**src/rtl/alu_seq_fsm.sv**
```systemverilog
// Shared arithmetic sequencer for the UM add/mul/div/nand opcodes.
// Reads b then c over the register-file port, executes, then writes a once.
//
// state   | meaning
// SEL_B   | idle; present regB, latch op/regA/regC when en rises
// SEL_C   | present regC; capture b from the read bus
// LATCH_C | capture c; single-cycle ops resolve here
// EXEC    | one divide/multiply iteration per cycle
// WRITE_A | present regA with reg_mode=1 for exactly one cycle
// FIN     | finished=1; hold until en falls
module alu_seq_fsm #(
    parameter int WIDTH    = 32,
    parameter int SEL_W    = 3,
    parameter int MUL_ITER = 0
) (
    input  logic             clk,
    input  logic             init,
    input  logic             en,
    input  logic [3:0]       op,
    input  logic [SEL_W-1:0] regA,
    input  logic [SEL_W-1:0] regB,
    input  logic [SEL_W-1:0] regC,
    input  logic [WIDTH-1:0] reg_out_bus,
    output logic [SEL_W-1:0] reg_sel,
    output logic             reg_mode,
    output logic [WIDTH-1:0] reg_data,
    output logic             finished,
    output logic             div_by_zero
);

    localparam int CNT_W = (WIDTH > 1) ? $clog2(WIDTH) : 1;
    localparam logic [CNT_W-1:0] CNT_LAST = CNT_W'(WIDTH - 1);
    localparam logic [3:0] OP_ADD  = 4'd3;
    localparam logic [3:0] OP_MUL  = 4'd4;
    localparam logic [3:0] OP_DIV  = 4'd5;
    localparam logic [3:0] OP_NAND = 4'd6;

    typedef enum logic [2:0] {SEL_B, SEL_C, LATCH_C, EXEC, WRITE_A, FIN} state_t;

    state_t           state_q, state_d;
    logic [3:0]       op_q, op_d;
    logic [SEL_W-1:0] rega_q, rega_d, regc_q, regc_d;
    logic [WIDTH-1:0] x_q, x_d, y_q, y_d, acc_q, acc_d, result_q, result_d;
    logic [CNT_W-1:0] cnt_q, cnt_d;
    logic             dbz_q, dbz_d;

    logic [WIDTH-1:0] mul_full, mul_step, x_next, acc_next;
    logic [WIDTH:0]   rem_sh;
    logic             rem_ge;

    // x doubles as dividend/quotient shifter and multiplier shifter; acc holds remainder or partial product
    always_comb begin
        mul_full = x_q * reg_out_bus;
        mul_step = (acc_q << 1) + (x_q[WIDTH-1] ? y_q : '0);
        rem_sh   = {acc_q, x_q[WIDTH-1]};
        rem_ge   = (rem_sh >= {1'b0, y_q});
        if (op_q == OP_DIV) begin
            x_next   = (x_q << 1) | WIDTH'(rem_ge);
            acc_next = rem_ge ? WIDTH'(rem_sh - {1'b0, y_q}) : rem_sh[WIDTH-1:0];
        end else begin
            x_next   = x_q << 1;
            acc_next = mul_step;
        end
    end

    always_comb begin
        state_d  = state_q;
        op_d     = op_q;
        rega_d   = rega_q;
        regc_d   = regc_q;
        x_d      = x_q;
        y_d      = y_q;
        acc_d    = acc_q;
        cnt_d    = cnt_q;
        result_d = result_q;
        dbz_d    = dbz_q;
        reg_sel  = regc_q;
        reg_mode = 1'b0;
        finished = 1'b0;

        case (state_q)
            SEL_B:   reg_sel = regB;
            WRITE_A: begin
                reg_sel  = rega_q;
                reg_mode = 1'b1;
            end
            FIN:     finished = 1'b1;
            default: ;
        endcase

        if (!en) begin
            state_d = SEL_B;
            cnt_d   = '0;
            dbz_d   = 1'b0;
        end else begin
            case (state_q)
                SEL_B: begin
                    op_d    = op;
                    rega_d  = regA;
                    regc_d  = regC;
                    state_d = SEL_C;
                end
                SEL_C: begin
                    x_d     = reg_out_bus;
                    state_d = LATCH_C;
                end
                LATCH_C: begin
                    y_d     = reg_out_bus;
                    cnt_d   = '0;
                    acc_d   = '0;
                    state_d = FIN;
                    case (op_q)
                        OP_ADD: begin
                            result_d = x_q + reg_out_bus;
                            state_d  = WRITE_A;
                        end
                        OP_NAND: begin
                            result_d = ~(x_q & reg_out_bus);
                            state_d  = WRITE_A;
                        end
                        OP_MUL: begin
                            if (MUL_ITER == 0) begin
                                result_d = mul_full;
                                state_d  = WRITE_A;
                            end else begin
                                state_d = EXEC;
                            end
                        end
                        OP_DIV: begin
                            if (reg_out_bus == '0) dbz_d = 1'b1;
                            else                   state_d = EXEC;
                        end
                        default: ;
                    endcase
                end
                EXEC: begin
                    x_d   = x_next;
                    acc_d = acc_next;
                    cnt_d = cnt_q + CNT_W'(1);
                    if (cnt_q == CNT_LAST) begin
                        result_d = (op_q == OP_DIV) ? x_next : acc_next;
                        state_d  = WRITE_A;
                    end
                end
                WRITE_A: state_d = FIN;
                FIN:     state_d = FIN;
                default: state_d = SEL_B;
            endcase
        end
    end

    always_ff @(posedge clk) begin
        if (init) begin
            state_q  <= SEL_B;
            op_q     <= '0;
            rega_q   <= '0;
            regc_q   <= '0;
            x_q      <= '0;
            y_q      <= '0;
            acc_q    <= '0;
            cnt_q    <= '0;
            result_q <= '0;
            dbz_q    <= 1'b0;
        end else begin
            state_q  <= state_d;
            op_q     <= op_d;
            rega_q   <= rega_d;
            regc_q   <= regc_d;
            x_q      <= x_d;
            y_q      <= y_d;
            acc_q    <= acc_d;
            cnt_q    <= cnt_d;
            result_q <= result_d;
            dbz_q    <= dbz_d;
        end
    end

    assign reg_data    = result_q;
    assign div_by_zero = dbz_q;

endmodule
```
**config.mk**
```make
export PLATFORM = sky130hd
export DESIGN_NAME = alu_seq_fsm
export DESIGN_NICKNAME = d
export VERILOG_FILES = /design/src/rtl/alu_seq_fsm.sv
export SDC_FILE = /design/constraint.sdc
export NUM_CORES = 2
export LEC_CHECK = 0
export BUFFER_PORTS_ARGS = -buffer_cell sky130_fd_sc_hd__clkbuf_2
export CELL_PAD_IN_SITES_DETAIL_PLACEMENT = 1
export CELL_PAD_IN_SITES_GLOBAL_PLACEMENT = 2
export CORE_UTILIZATION = 30
export CTS_BUF_LIST = sky130_fd_sc_hd__clkbuf_8
export DETAILED_ROUTE_END_ITERATION = 16
export PLACE_DENSITY = 0.66
export SLEW_MARGIN = 20
export SYNTH_ARGS = -nofsm -noshare
export SYNTH_HDL_FRONTEND = slang
export SYNTH_SLANG_ARGS = --single-unit
```
**constraint.sdc**
```tcl
create_clock -name clk -period 15.5 [get_ports clk]
set_clock_uncertainty 0.1 [all_clocks]
set_input_delay 2.325 -clock clk [delete_from_list [all_inputs] [get_ports clk]]
set_output_delay 2.325 -clock clk [all_outputs]
set_load 0.02 [all_outputs]
```
=== Word level (Yosys, flattened, before mapping) ===
Cells that the tools add are included.

* Output and inout bits: 38
* Register bits after elaboration: 147

* Eq/ne operators: 12
* Mux-type cells: 18
* $mul: 1
* Order comparisons: 1
* Bitwise gates (word level): 4
* Add/subtract/negate cells: 4
* Reductions and logical operators: 13

{| class="wikitable"
|+ Operator list
! operator !! count
|-
| two-way mux 32 bit || 6
|-
| one-hot mux 32 bit (2 select lines) || 3
|-
| one-hot mux 32 bit (3 select lines) || 1
|-
| adder 32 bit || 2
|-
| >= comparator 33 x 32 -> 1 bit || 1
|-
| bitwise AND 32 bit || 1
|-
| logical NOT 32 bit || 1
|-
| multiplier 32 x 32 -> 32 bit || 1
|-
| NOT 32 bit || 1
|-
| bitwise OR 32 x 1 -> 32 bit || 1
|-
| subtractor 32 bit || 1
|-
| one-hot mux 3 bit (5 select lines) || 1
|-
| equality test 4 x 3 -> 1 bit, second input constant || 3
|-
| one-hot mux 3 bit (2 select lines) || 2
|-
| one-hot mux 5 bit (2 select lines) || 1
|-
| AND reduction 2 bit || 4
|-
| equality test 3 x 2 -> 1 bit, second input constant || 2
|-
| equality test 3 bit, second input constant || 2
|-
| two-way mux 3 bit || 2
|-
| adder 5 x 1 -> 5 bit, second input constant || 1
|-
| equality test 5 bit, second input constant || 1
|-
| equality test 4 x 2 -> 1 bit, second input constant || 1
|-
| != test 4 x 1 -> 1 bit, second input constant || 1
|-
| AND reduction 4 bit || 1
|-
| 9 further kinds || 12
|}

=== Depth between registers and ports, before layout ===
* Word-level depth: 6
* Depth in mapped cells: 29
* Depth with buffers taken out: 26

=== Least setup slack after synthesis ===
Ideal clock, no wire load.

* Kind: input -> register
* Start: in reg_out_bus[6]
* End: reg result_q[28], in the netlist reg_data[28]
* Arrival time: 8824 ps
* Stages: 27
* Required time: 15276 ps
* Path buffers: 3
* Setup slack: 6451 ps
* Path through: clkbuf_1 > clkbuf_1 > and2_1 > fa_1 > fa_1 > fa_1 > inv_1 > fa_1 > inv_1 > fa_1 > inv_1 > fa_1 > inv_1 > fa_1 > fa_1 > ha_1 > clkbuf_1 > a21o_1 > a21o_1 > nand3_1 > nand2_1 > a21o_1 > a221oi_1 > mux2i_1 > o21a_1 > a211oi_1 > o31ai_1

* Cells in the longest elaborated chain, start to end: 3
* Elaborated cells between the ends (all ways): 4
* Those cells by class: 1 x add/sub; 1 x mul; 2 x mux

{| class="wikitable"
|+ RTL lines
! what !! line !! RTL
|-
| start: declaration || 23 || <nowiki>input logic [WIDTH-1:0] reg_out_bus,</nowiki>
|-
| multiplier 32 x 32 -> 32 bit or adder 32 bit (tied branches) || 53, 114 ||
|-
| one-hot mux 32 bit (3 select lines) * || 112 || <nowiki>case (op_q)</nowiki>
|-
| one-hot mux 32 bit (2 select lines) * || 96 || <nowiki>case (state_q)</nowiki>
|-
| end signal: assignment || 173 || <nowiki>result_q <= result_d;</nowiki>
|-
| end: declaration || 43 || <nowiki>logic [WIDTH-1:0] x_q, x_d, y_q, y_d, acc_q, acc_d, result_q, result_d;</nowiki>
|}

Every way passes the cells marked *; elsewhere a longest branch is shown, timed or not.
A chain may end at the register's enable or synchronous reset.

=== Worst setup path in the final report ===
* Start: in reg_out_bus[2]
* End: reg result_q[31], in the netlist reg_data[31]

The elaborated chain is that of the path after synthesis.

==> results.md <==
- CORE AREA: 0.09029 mm²
- CTS Buffer Depth: 2
- Most area-consuming cells after synthesis: fa_1 (30%), dfxtp_1 (11%), ha_1 (10%)
- I/O Pins: 86
- Clk pin slew, worst setup/hold paths: 0.09 ns
- Synthesized Nets: a little over 4000
- TritonCTS buffer count: 17
- # fillers: 10800
- Post-Synthesis Cells: 3347
- CP required: 15.84 ns
- Hold Buf Count CTS: 0
- Max-cap viol count: 0
- Critical path type: input pin to flop
- Largest net degree at the start of global routing: a little under 70
- Port Buffers: 85
- Pleak: 13.41 nW
- Area growth, synth to finish: 7.471%
- RSZ-0062 raised after global routing: false
- Total placed cells including tap cells: about 4500
- Total GRT Usage: 0.2336
- Drt total wl: 106.3 mm
- DRC: 0
- Number of buffers added for setup after CTS: 0
- Final-stage net count: 3987
- Most common cell in the netlist: nand2_1
- Final Hold Slack: 0.3555 ns
- Setup tns final: 0 ns
- CTS root buf: clkbuf_8
- Die span in y: 304.6 µm
- Max incr delay on CP: ~0.55 ns
- Starting Density: 0.3042
- Worst path slowest cell: fa_1
- First-pass GRT wire length: 163.1 mm
- Leading cell types by count after synthesis: nand2_1 (470), inv_1 (447), fa_1 (411), and2_1 (314)
- Largest delay share family, worst path: adder cells
- P per Cell Area: 49.39 mW/mm²
- Final Non-Filler Cells: 4501
- Min-Delay Path Class: flop to flop
- Synth area leader: fa_1
- Distinct cell type count after synthesis: 77
- Placed cell areas: 0.02906 mm²
- Main synth FF type: dfxtp_1
- Asr flop ratio synth: 0
- Non-Filler Cell Area, Final: 0.02952 mm²
- Post-CTS sizing: 0
- CTS tree: yes
- Final period utilization: 0.6231
- Total gr overflow: 0
- Vias: 23380
- H-tree lvl count: 4
- Crit path capture type: flop
- Sequential fraction of the synthesis area: 0.1071
- Dominant cell type by count on the critical path: fa_1
- Sink Count: 147
- CP Launch Type: input pin
- CP Buf/Inv Count: 5
- Critical path data arrival time: 9.99 ns
- Synthesized area per cell: roughly 8.2 µm²
- ANT nets after route: 0
- Initial antenna violation count: 5
- Die area: 0.09277 mm²
- Post-DP HPWL: 81.06 mm
- FF+latch count, synth: 147
- Synthesized area: 0.02747 mm²
- Via density: 5.195
- Post-synth EDFFs: 0
- Fin. max-slew vios: 0
- Vias in the first global route: around 25000
- TritonRoute pass-1 iters: 5
- Worst VDD drop: 57.17 µV
- Iter 0 DRT Violations: 1342
- Synth top area share: 0.2996
- Cell row count: 110
- Run status: finished clean
- Final setup viols: 0
- Fin crit period: 9.658 ns
- Worst Tran Pin Value: 1.186 ns
- Final hold violations: 0
- Syn. warnings: 0
- Later-pin clock latency in the skew report: 0.53 ns
- Max-slew headroom: 0.2084
- Die W: 304.6 µm
- Worst R2R Setup Slack: ~7.3 ns
- Share of cells above drive strength 1: 0.05872
- Crit path max fanout: 33
- Max Fclk: between 100 and 150 MHz
- WL/cell: 23.61 µm
- Gpl congestion: 0.8779
-- cells by family (layout without fill, tap and decap cells) --
| family | after synthesis | after routing | share of synthesized area |
|---|---|---|---|
| AND/OR/NAND/NOR | 1094 | 1094 | 0.1908 |
| buffers and inverters | 643 | 617 | 0.08806 |
| AO/OA/AOI/OAI | 638 | 638 | 0.1509 |
| adder cells (fa/ha/maj) | 631 | 631 | 0.3998 |
| XOR/XNOR | 165 | 165 | 0.05261 |
| flip-flops | 147 | 147 | 0.1071 |
| multiplexers | 29 | 29 | 0.01071 |
| other | 0 | 4 | 0 |
-- stage by stage --
step	power (mW)	util	setup WS, ns
2_1_floorplan	0.8521	-	6.451
3_3_place_gp	1.098	0.3219	5.515
3_5_place_dp	1.099	0.3219	5.425
4_1_cts	1.472	0.3268	5.957
5_1_grt	1.554	0.3268	5.613
6_report	1.458	0.3269	5.842
-- cell type report --
type                       instances  area (µm²)  area share
tap                             1176        1471     0.04985
sequential                       147        2945     0.09978
multi-input combinational       2557       22150      0.7503
antenna                            4       10.01   0.0003391
inverter                         448        1682     0.05697
timing repair buffer             137       818.3     0.02772
clock buffer                      19       261.5    0.008859
clock inverter                    13       182.7    0.006189
-- worst paths after layout --
path / from / endpoint / cells past startpoint
max: reg_out_bus[2] / reg_data[31]$_SDFFE_PP0P_ / 25
min: reg_data[21]$_SDFFE_PP0P_ / reg_data[21]$_SDFFE_PP0P_ / 2
max reg2reg: x_q[8]$_SDFFE_PP0P_ / reg_data[31]$_SDFFE_PP0P_ / 26
min reg2reg: reg_data[21]$_SDFFE_PP0P_ / reg_data[21]$_SDFFE_PP0P_ / 2
-- state kept, by name, indices dropped and copies added, names as in the netlist --
signal       cells
acc_q           32
cnt_q            5
div_by_zero      1
op_q             4
reg_data        32
rega_q           3
regc_q           3
state_q          3
x_q             32
y_q             32
-- cells in the final DEF, fill, tap and decap left out, types with 59 or more instances in the layout --
cell        n
fa_1      411
nand2_1   469
ha_1      220
xor2_1     59
o21ai_0    84
clkbuf_2   84
a21oi_1   218
xnor2_1   106
and2_1    312
dfxtp_1   145
inv_1     448
nor2_1    150
-- metal layers --
metal / share of wire / GRT usage / up-vias / wire length (µm)
met5: 0.00012 / 0 / - / 13
li1: - / - / 10760 / -
met2: 0.47 / 0.3856 / 477 / 49610
met4: 0.028 / 0.06542 / 2 / 3004
met3: 0.046 / 0.03345 / 118 / 4836
met1: 0.46 / 0.3166 / 12020 / 48790
-- power breakdown --
| group | leakage, nW | switching, mW | internal (mW) | total (mW) |
|---|---|---|---|---|
| registers | 1.19 | 0.0110 | 0.383 | 0.394 |
| logic | 12.0 | 0.443 | 0.254 | 0.697 |
| clock network | 0.220 | 0.184 | 0.184 | 0.367 |
-- worst min-delay path, cell delays in order (launching register included) --
cell	delay, ns
dfxtp_1	0.32
nand2_1	0.05
a21oi_1	0.05
Note: power is estimated with default switching activity, not from simulation.
